[config.mk]
export PLATFORM = sky130hd
export DESIGN_NAME = branch_predictor
export DESIGN_NICKNAME = d
export VERILOG_FILES = /design/src/rtl/core_pkg.sv /design/src/rtl/sat_counter2.sv /design/src/rtl/branch_predictor.sv
export SDC_FILE = /design/constraint.sdc
export NUM_CORES = 1
export LEC_CHECK = 0
export CAP_MARGIN = 25
export CORE_UTILIZATION = 35
export CTS_CLUSTER_SIZE = 14
export DETAILED_ROUTE_END_ITERATION = 6
export PLACE_DENSITY = 0.6
export SYNTH_ARGS = -nofsm -noshare
export SYNTH_HDL_FRONTEND = slang
export SYNTH_SLANG_ARGS = --single-unit
[constraint.sdc]
create_clock -name clk -period 4.9 [get_ports clk]
set_input_delay 0.98 -clock clk [delete_from_list [all_inputs] [get_ports clk]]
set_output_delay 0.98 -clock clk [all_outputs]
set_load 0.01 [all_outputs]
[src/rtl/core_pkg.sv]
// Shared core types: word width and 2-bit saturating counter encoding.
package core_pkg;

    localparam int WORD_SIZE = 32;

    typedef logic [1:0] ctr_t;

    localparam ctr_t CTR_SNT = 2'b00;
    localparam ctr_t CTR_WNT = 2'b01;
    localparam ctr_t CTR_WT  = 2'b10;
    localparam ctr_t CTR_ST  = 2'b11;

endpackage

[src/rtl/sat_counter2.sv]
// One 2-bit saturating direction counter; resets to weakly not-taken.
module sat_counter2
    import core_pkg::*;
(
    input  logic clk,
    input  logic rstn,
    input  logic en,
    input  logic up,
    output ctr_t ctr
);

    always_ff @(posedge clk or negedge rstn) begin
        if (!rstn) begin
            ctr <= CTR_WNT;
        end else if (en) begin
            if (up && ctr != CTR_ST)
                ctr <= ctr + 2'd1;
            else if (!up && ctr != CTR_SNT)
                ctr <= ctr - 2'd1;
        end
    end

endmodule

[src/rtl/branch_predictor.sv]
// Bimodal branch direction predictor with registered outputs.
// Define BRANCH_PREDICTOR_GSHARE_EN to XOR global history into the index.
module branch_predictor
    import core_pkg::*;
#(
    parameter int WordSize  = WORD_SIZE,
    parameter int Entries   = 64,
    parameter int IndexBits = $clog2(Entries),
    parameter int HistBits  = 6
) (
    input  logic                clk,
    input  logic                rstn,
    input  logic                lookup_valid,
    input  logic [WordSize-1:0] lookup_pc,
    input  logic [WordSize-1:0] lookup_off,
    input  logic                flush,
    input  logic                upd_valid,
    input  logic [WordSize-1:0] upd_pc,
    input  logic                upd_taken,
`ifdef BRANCH_PREDICTOR_GSHARE_EN
    input  logic [HistBits-1:0] upd_ghr,
    output logic [HistBits-1:0] pred_ghr,
`endif
    output logic                pred_valid,
    output logic                pred_taken,
    output logic [WordSize-1:0] pred_pc,
    output logic [WordSize-1:0] pred_addr
);

    if (Entries < 2 || HistBits > IndexBits) begin : g_bad_cfg
        $error("branch_predictor: bad Entries/HistBits");
    end

    ctr_t                 ctrs [Entries];
    logic [IndexBits-1:0] lk_idx;
    logic [IndexBits-1:0] up_idx;
    logic                 unused_upd;

    assign unused_upd = ^{upd_pc[WordSize-1:IndexBits+2], upd_pc[1:0]};

`ifdef BRANCH_PREDICTOR_GSHARE_EN
    logic [HistBits-1:0] ghr;

    assign lk_idx = lookup_pc[IndexBits+1:2] ^ IndexBits'(ghr);
    assign up_idx = upd_pc[IndexBits+1:2] ^ IndexBits'(upd_ghr);

    // A flush carries the resolved branch's history, repairing speculative drift
    always_ff @(posedge clk or negedge rstn) begin
        if (!rstn)
            ghr <= '0;
        else if (upd_valid && flush)
            ghr <= {upd_ghr[HistBits-2:0], upd_taken};
        else if (upd_valid)
            ghr <= {ghr[HistBits-2:0], upd_taken};
    end

    always_ff @(posedge clk or negedge rstn) begin
        if (!rstn)
            pred_ghr <= '0;
        else if (lookup_valid && !flush)
            pred_ghr <= ghr;
    end
`else
    assign lk_idx = lookup_pc[IndexBits+1:2];
    assign up_idx = upd_pc[IndexBits+1:2];
`endif

    for (genvar i = 0; i < Entries; i++) begin : g_ctr
        sat_counter2 u_ctr (
            .clk  (clk),
            .rstn (rstn),
            .en   (upd_valid && up_idx == IndexBits'(i)),
            .up   (upd_taken),
            .ctr  (ctrs[i])
        );
    end

    // Table read uses the pre-update counter, so same-cycle updates are unseen
    always_ff @(posedge clk or negedge rstn) begin
        if (!rstn) begin
            pred_valid <= 1'b0;
            pred_taken <= 1'b0;
            pred_pc    <= '0;
            pred_addr  <= '0;
        end else if (flush || !lookup_valid) begin
            pred_valid <= 1'b0;
        end else begin
            pred_valid <= 1'b1;
            pred_taken <= ctrs[lk_idx][1];
            pred_pc    <= lookup_pc;
            pred_addr  <= lookup_pc + lookup_off;
        end
    end

endmodule
[After elaboration in Yosys (flattened, before gate mapping)]
Index checks and enable logic that the tools add are counted.
Word-level totals
  register bits: 194
  bits in latches: 0
  bits in writable memories: 0
  ROM bits: 0
  bits of input ports: 102
  output and inout bits: 66
  memories: 0
Cells by class
  add/subtract/negate cells: 129
  multiply operators: 0
  div/mod/pow operators: 0
  order comparisons: 1
  equality and inequality tests: 127
  shift operators: 0
  multiplexer cells: 132
  bitwise operators: 1
  reduce and logical (&&, ||, !) cells: 388
Operators with widths (count)
  two-way mux 2 bit: 130
  nonzero test 2 bit: 128
  equality test 6 bit, second input constant: 32
  logical AND 1 bit: 192
  adder 2 x 1 -> 2 bit, second input constant: 64
  inequality test 2 bit, second input constant: 64
  AND reduction 2 bit: 64
  subtractor 2 x 1 -> 2 bit, second input constant: 64
  equality test 6 x 5 -> 1 bit, second input constant: 16
  equality test 6 x 4 -> 1 bit, second input constant: 8
  adder 32 bit: 1
  equality test 6 x 3 -> 1 bit, second input constant: 4
  binary-select mux 2 bit (select 6 bit): 1
  equality test 6 x 2 -> 1 bit, second input constant: 2
  greater-or-equal comparator 7 bit, second input constant: 1
  NOT 6 -> 7 bit: 1
  equality test 6 x 1 -> 1 bit, second input constant: 1
  logical NOT 6 bit: 1
  logical NOT 1 bit: 2
  logical OR 1 bit: 1
  two-way mux 1 bit: 1

[Logic depth before layout (Yosys ltp)]
  depth in word-level cells: 4
  mapped depth: 9
  mapped depth without buffers: 9

[Hierarchy]
Synthesis repeated with hierarchy kept, for this count alone.
Second synthesis, totals
  cell total of the unflattened synthesis: 1158
  area total of the unflattened synthesis: 11395.9 sq um
By module, submodules not included
  sat_counter2: times used 64, cells each 8, area each 96.3 sq um, sequential area each 51.3 sq um
  branch_predictor: times used 1, cells each 646, area each 5230.0 sq um, sequential area each 1651.6 sq um

[Worst setup path after synthesis]
OpenSTA, ideal clock, no wires.
  kind: input-to-reg
  from: input lookup_pc[0]
  to: register pred_addr[28]
  setup time: 0.069 ns
  arrival: 2.919 ns
  data required time: 4.831 ns
  setup slack: 1.912 ns
  stages: 9
  path buffers: 0
  path through: ha_1 > fa_1 > a21o_1 > a31oi_1 > nor2_1 > o21ai_2 > o21bai_1 > or4_1 > nand3_1
On the way
  word-level cells in the longest chain between the ends: 1
Ends and longest elaborated chain
  start, declared: RTL line branch_predictor.sv:14  | input logic [WordSize-1:0] lookup_pc,
  adder 32 bit: RTL line branch_predictor.sv:91  | pred_addr <= lookup_pc + lookup_off;
  end signal, assigned: RTL line branch_predictor.sv:91
  end, declared: RTL line branch_predictor.sv:27  | output logic [WordSize-1:0] pred_addr
No other way between the ends.
A chain may end at the register's enable or synchronous reset.

[Worst setup path in the final report]
  from: input lookup_pc[0]
  to: register pred_addr[30]
Same word-level chain as after synthesis.

==> out/results.ini <==
[run_status]
status = completed

[finish]
nets = 1595
fin_area_um2 = 13700
drive_gt1_share_pct = 10.0
fin_util_pct = 43.3
num_antenna_cells = 0
syn_to_final_growth_pct = 21.1
fill_cells = 3079

[critical_path]
cp_max_fo = 4
ff2ff_setup_slack_ns = 2.80
critPathSlowestCell = o311ai_2
cp_data_arrival_time_ns = 3.78
reg2reg_from = g_ctr[63].u_ctr.ctr[1]$_DFFE_PN0P_
cp_cell_sequence = clkdlybuf4s50_1 > ha_1 > fa_1 > a21o_1 > a31oi_1 > nor3_1 > o311ai_2 > o21ai_1 > xnor2_1 > o21ai_0
cp_data_required_time_ns = 5.21
cp-startpoint = lookup_pc[0]
r2r_cells = 5
crit_end = pred_addr[30]$_DFFE_PN0P_
max_stage_delay_ns = 0.57
worst-setup-path-type = primary input to flip-flop
cp-start-kind = primary input
r2r-end = pred_taken$_DFFE_PN0P_
crit_path_end_kind = flip-flop

[pwr]
p_leak_uw = 0.00514
p_per_area_nw_per_um2 = 301
irDropWorstVdd_mv = 0.257

[cts]
clock-sinks = 194
clockBufferDepth = 2
cts_tree = done
postCtsSetupBuffers = 0
clk_pin_slew_ns = 0.07
clockRootBuffer = clkbuf_16
cts_resized = 0
h-tree-depth = 4
numCtsBuffers = 17
cts_hold_buf = 0
insertion_delay_ns = 0.46

[die]
std_cell_rows = 65
ios = 168
die-area_um2 = 33100
die_h_um = 182
die_w_um = 182
design.core.area_um2 = 31700
initial_core_util_pct = 35.7

[logic_synthesis]
syn_inst = 1347
yosys_warnings = 0
async_flop_share_pct = 100
synth_nets = 1481
synth_area_um2 = 11300
synth_top_cell_by_area = dfrtp_1
synth_edf_count = 0
ys_seq_elements = 194
synth.top_cells.by_count = 281 x nand2_1, 230 x o21ai_0, 144 x a21oi_1
synth_top_area_share_pct = 28.7
synth.most_common_cell = nand2_1
synth.distinct_cells = 60
synth_area_leaders = dfrtp_1 29%, dfstp_2 15%, o21ai_0 10%
synth_flop_cell = dfrtp_1
synth.avg_cell_area_um2 = 8.42
synth-seq-area-share_pct = 43.5

[routing]
drc = 0
firstDrtPassIters = 5
drtAntennaViolNets = 0
drt-wirelength-per-cell_um = 16.4
wirelength_um = 30800
drt_iter0_markers = 596
dr_total_vias = 10400
via_per_inst = 5.53

[hold_path]
worstHoldPathCells = 2
worstHoldPathType = flip-flop to flip-flop

[place]
placed_area_um2 = 13100
gp_congestion = 0.842
dp_hpwl_um = 21400
port_buffers = 141

[sta]
finalCritPeriodShare_pct = 70.8
tns_ns = 0
setup_viol = 0
worst_pin_slew_ns = 0.990
layout_min_cycle_time_ns = 3.47
rsz0062_at_grt = no
fmax_mhz = 288
drv_slew = 0
slew_headroom_pct = 33.5
finalClockSkew_ns = 0.0189
hold_viol = 0

[global_routing]
grt-ovfl-total = 0
antenna_found_initial = 0
first_global_vias = 9443
grtUsageTotal_pct = 18.9
grt_max_degree = 107
grt_pass1_wl_um = 49800

[flow_run]
drv_cap = 0

[cell families after synthesis]
| logic type | Yosys count | share of synthesized area [%] |
|---|---|---|
| compound gates | 501 | 24.7 |
| buf+inv | 71 | 2.51 |
| xor+xnor | 26 | 2.01 |
| flops | 194 | 43.5 |
| fa+ha+maj | 32 | 3.60 |
| simple gates | 498 | 19.2 |
| mux | 25 | 4.45 |
[report_power, final]
part	total (uW)	internal, uW	switching (uW)	leakage, uW
logic	838	390	448	0.00281
clock network	1420	687	736	0.000289
registers	1870	1770	102	0.00204
[cell type report]
type,count,area [um^2],area share [%]
sequential,194,4930,36.0
clock buffer,17,425,3.10
inverter,10,37.5,0.273
timing repair buffer,156,1540,11.2
multi-input combinational,1082,6120,44.6
tap,402,503,3.66
clock inverter,15,159,1.16
[how the worst min path moves through the flow]
stage / start / endpoint / slack (ns)
global placement: pred_pc[15]$_DFFE_PN0P_ / pred_pc[15]$_DFFE_PN0P_ / 0.46
detailed placement: pred_pc[10]$_DFFE_PN0P_ / pred_pc[10]$_DFFE_PN0P_ / 0.46
CTS: pred_pc[10]$_DFFE_PN0P_ / pred_pc[10]$_DFFE_PN0P_ / 0.48
floorplan: g_ctr[32].u_ctr.ctr[0]$_DFFE_PN1P_ / g_ctr[32].u_ctr.ctr[0]$_DFFE_PN1P_ / 0.49
finish: pred_pc[16]$_DFFE_PN0P_ / pred_pc[16]$_DFFE_PN0P_ / 0.48
global route: pred_pc[5]$_DFFE_PN0P_ / pred_pc[5]$_DFFE_PN0P_ / 0.50
[routing by layer]
metal,vias up,part of all wire (%),global-route usage [%]
li1,5091,-,-
met1,4974,48,26.2
met2,273,46,30.3
met3,38,5.2,2.93
met4,0,1.4,5.48
met5,-,0,0
[worst max-delay path: cells and delay by family]
family / cells / cell delay (ns)
buf+inv: 1 / 0.43
xor+xnor: 1 / 0.18
compound gates: 5 / 1.35
simple gates: 1 / 0.16
fa+ha+maj: 2 / 0.68
[flip-flops by register name, summed over array words and instances, names as in the netlist]
register	count
pred_addr	32
pred_valid	1
pred_pc	32
pred_taken	1
g_ctr.u_ctr.ctr	128
[layout by cell type (no fill, tap or decap), types with 5 or more instances in the layout]
master,count
nand2_1,281
o21ai_0,230
a21oi_1,144
clkdlybuf4s50_1,140
dfrtp_1,130
nor2_1,105
dfstp_2,64
a31oi_1,36
ha_1,31
o31ai_1,21
mux4_2,20
nand3_1,19
nor3b_1,18
o211ai_1,17
clkbuf_16,17
nand3b_1,14
buf_4,14
nor3_1,13
nand4_1,13
xnor2_1,13
xor2_1,13
a21o_1,11
inv_1,8
a211oi_1,7
o21a_1,6
and3_1,5
nand2b_1,5
or3_1,5
inv_6,5
inv_8,5
[per-stage QoR]
step | instances | setup slack, ns | total power [uW] | hold slack, ns
final | 1876 | 1.43 | 4130 | 0.475
after global routing | 1876 | 1.34 | 4340 | 0.500
after CTS | 1876 | 1.48 | 4180 | 0.480
after floorplan | 1347 | 1.91 | 2310 | 0.486
after global placement | 1844 | 1.03 | 2730 | 0.458
after detailed placement | 1844 | 1.01 | 2740 | 0.462
Note: power is estimated with default switching activity, not from simulation.
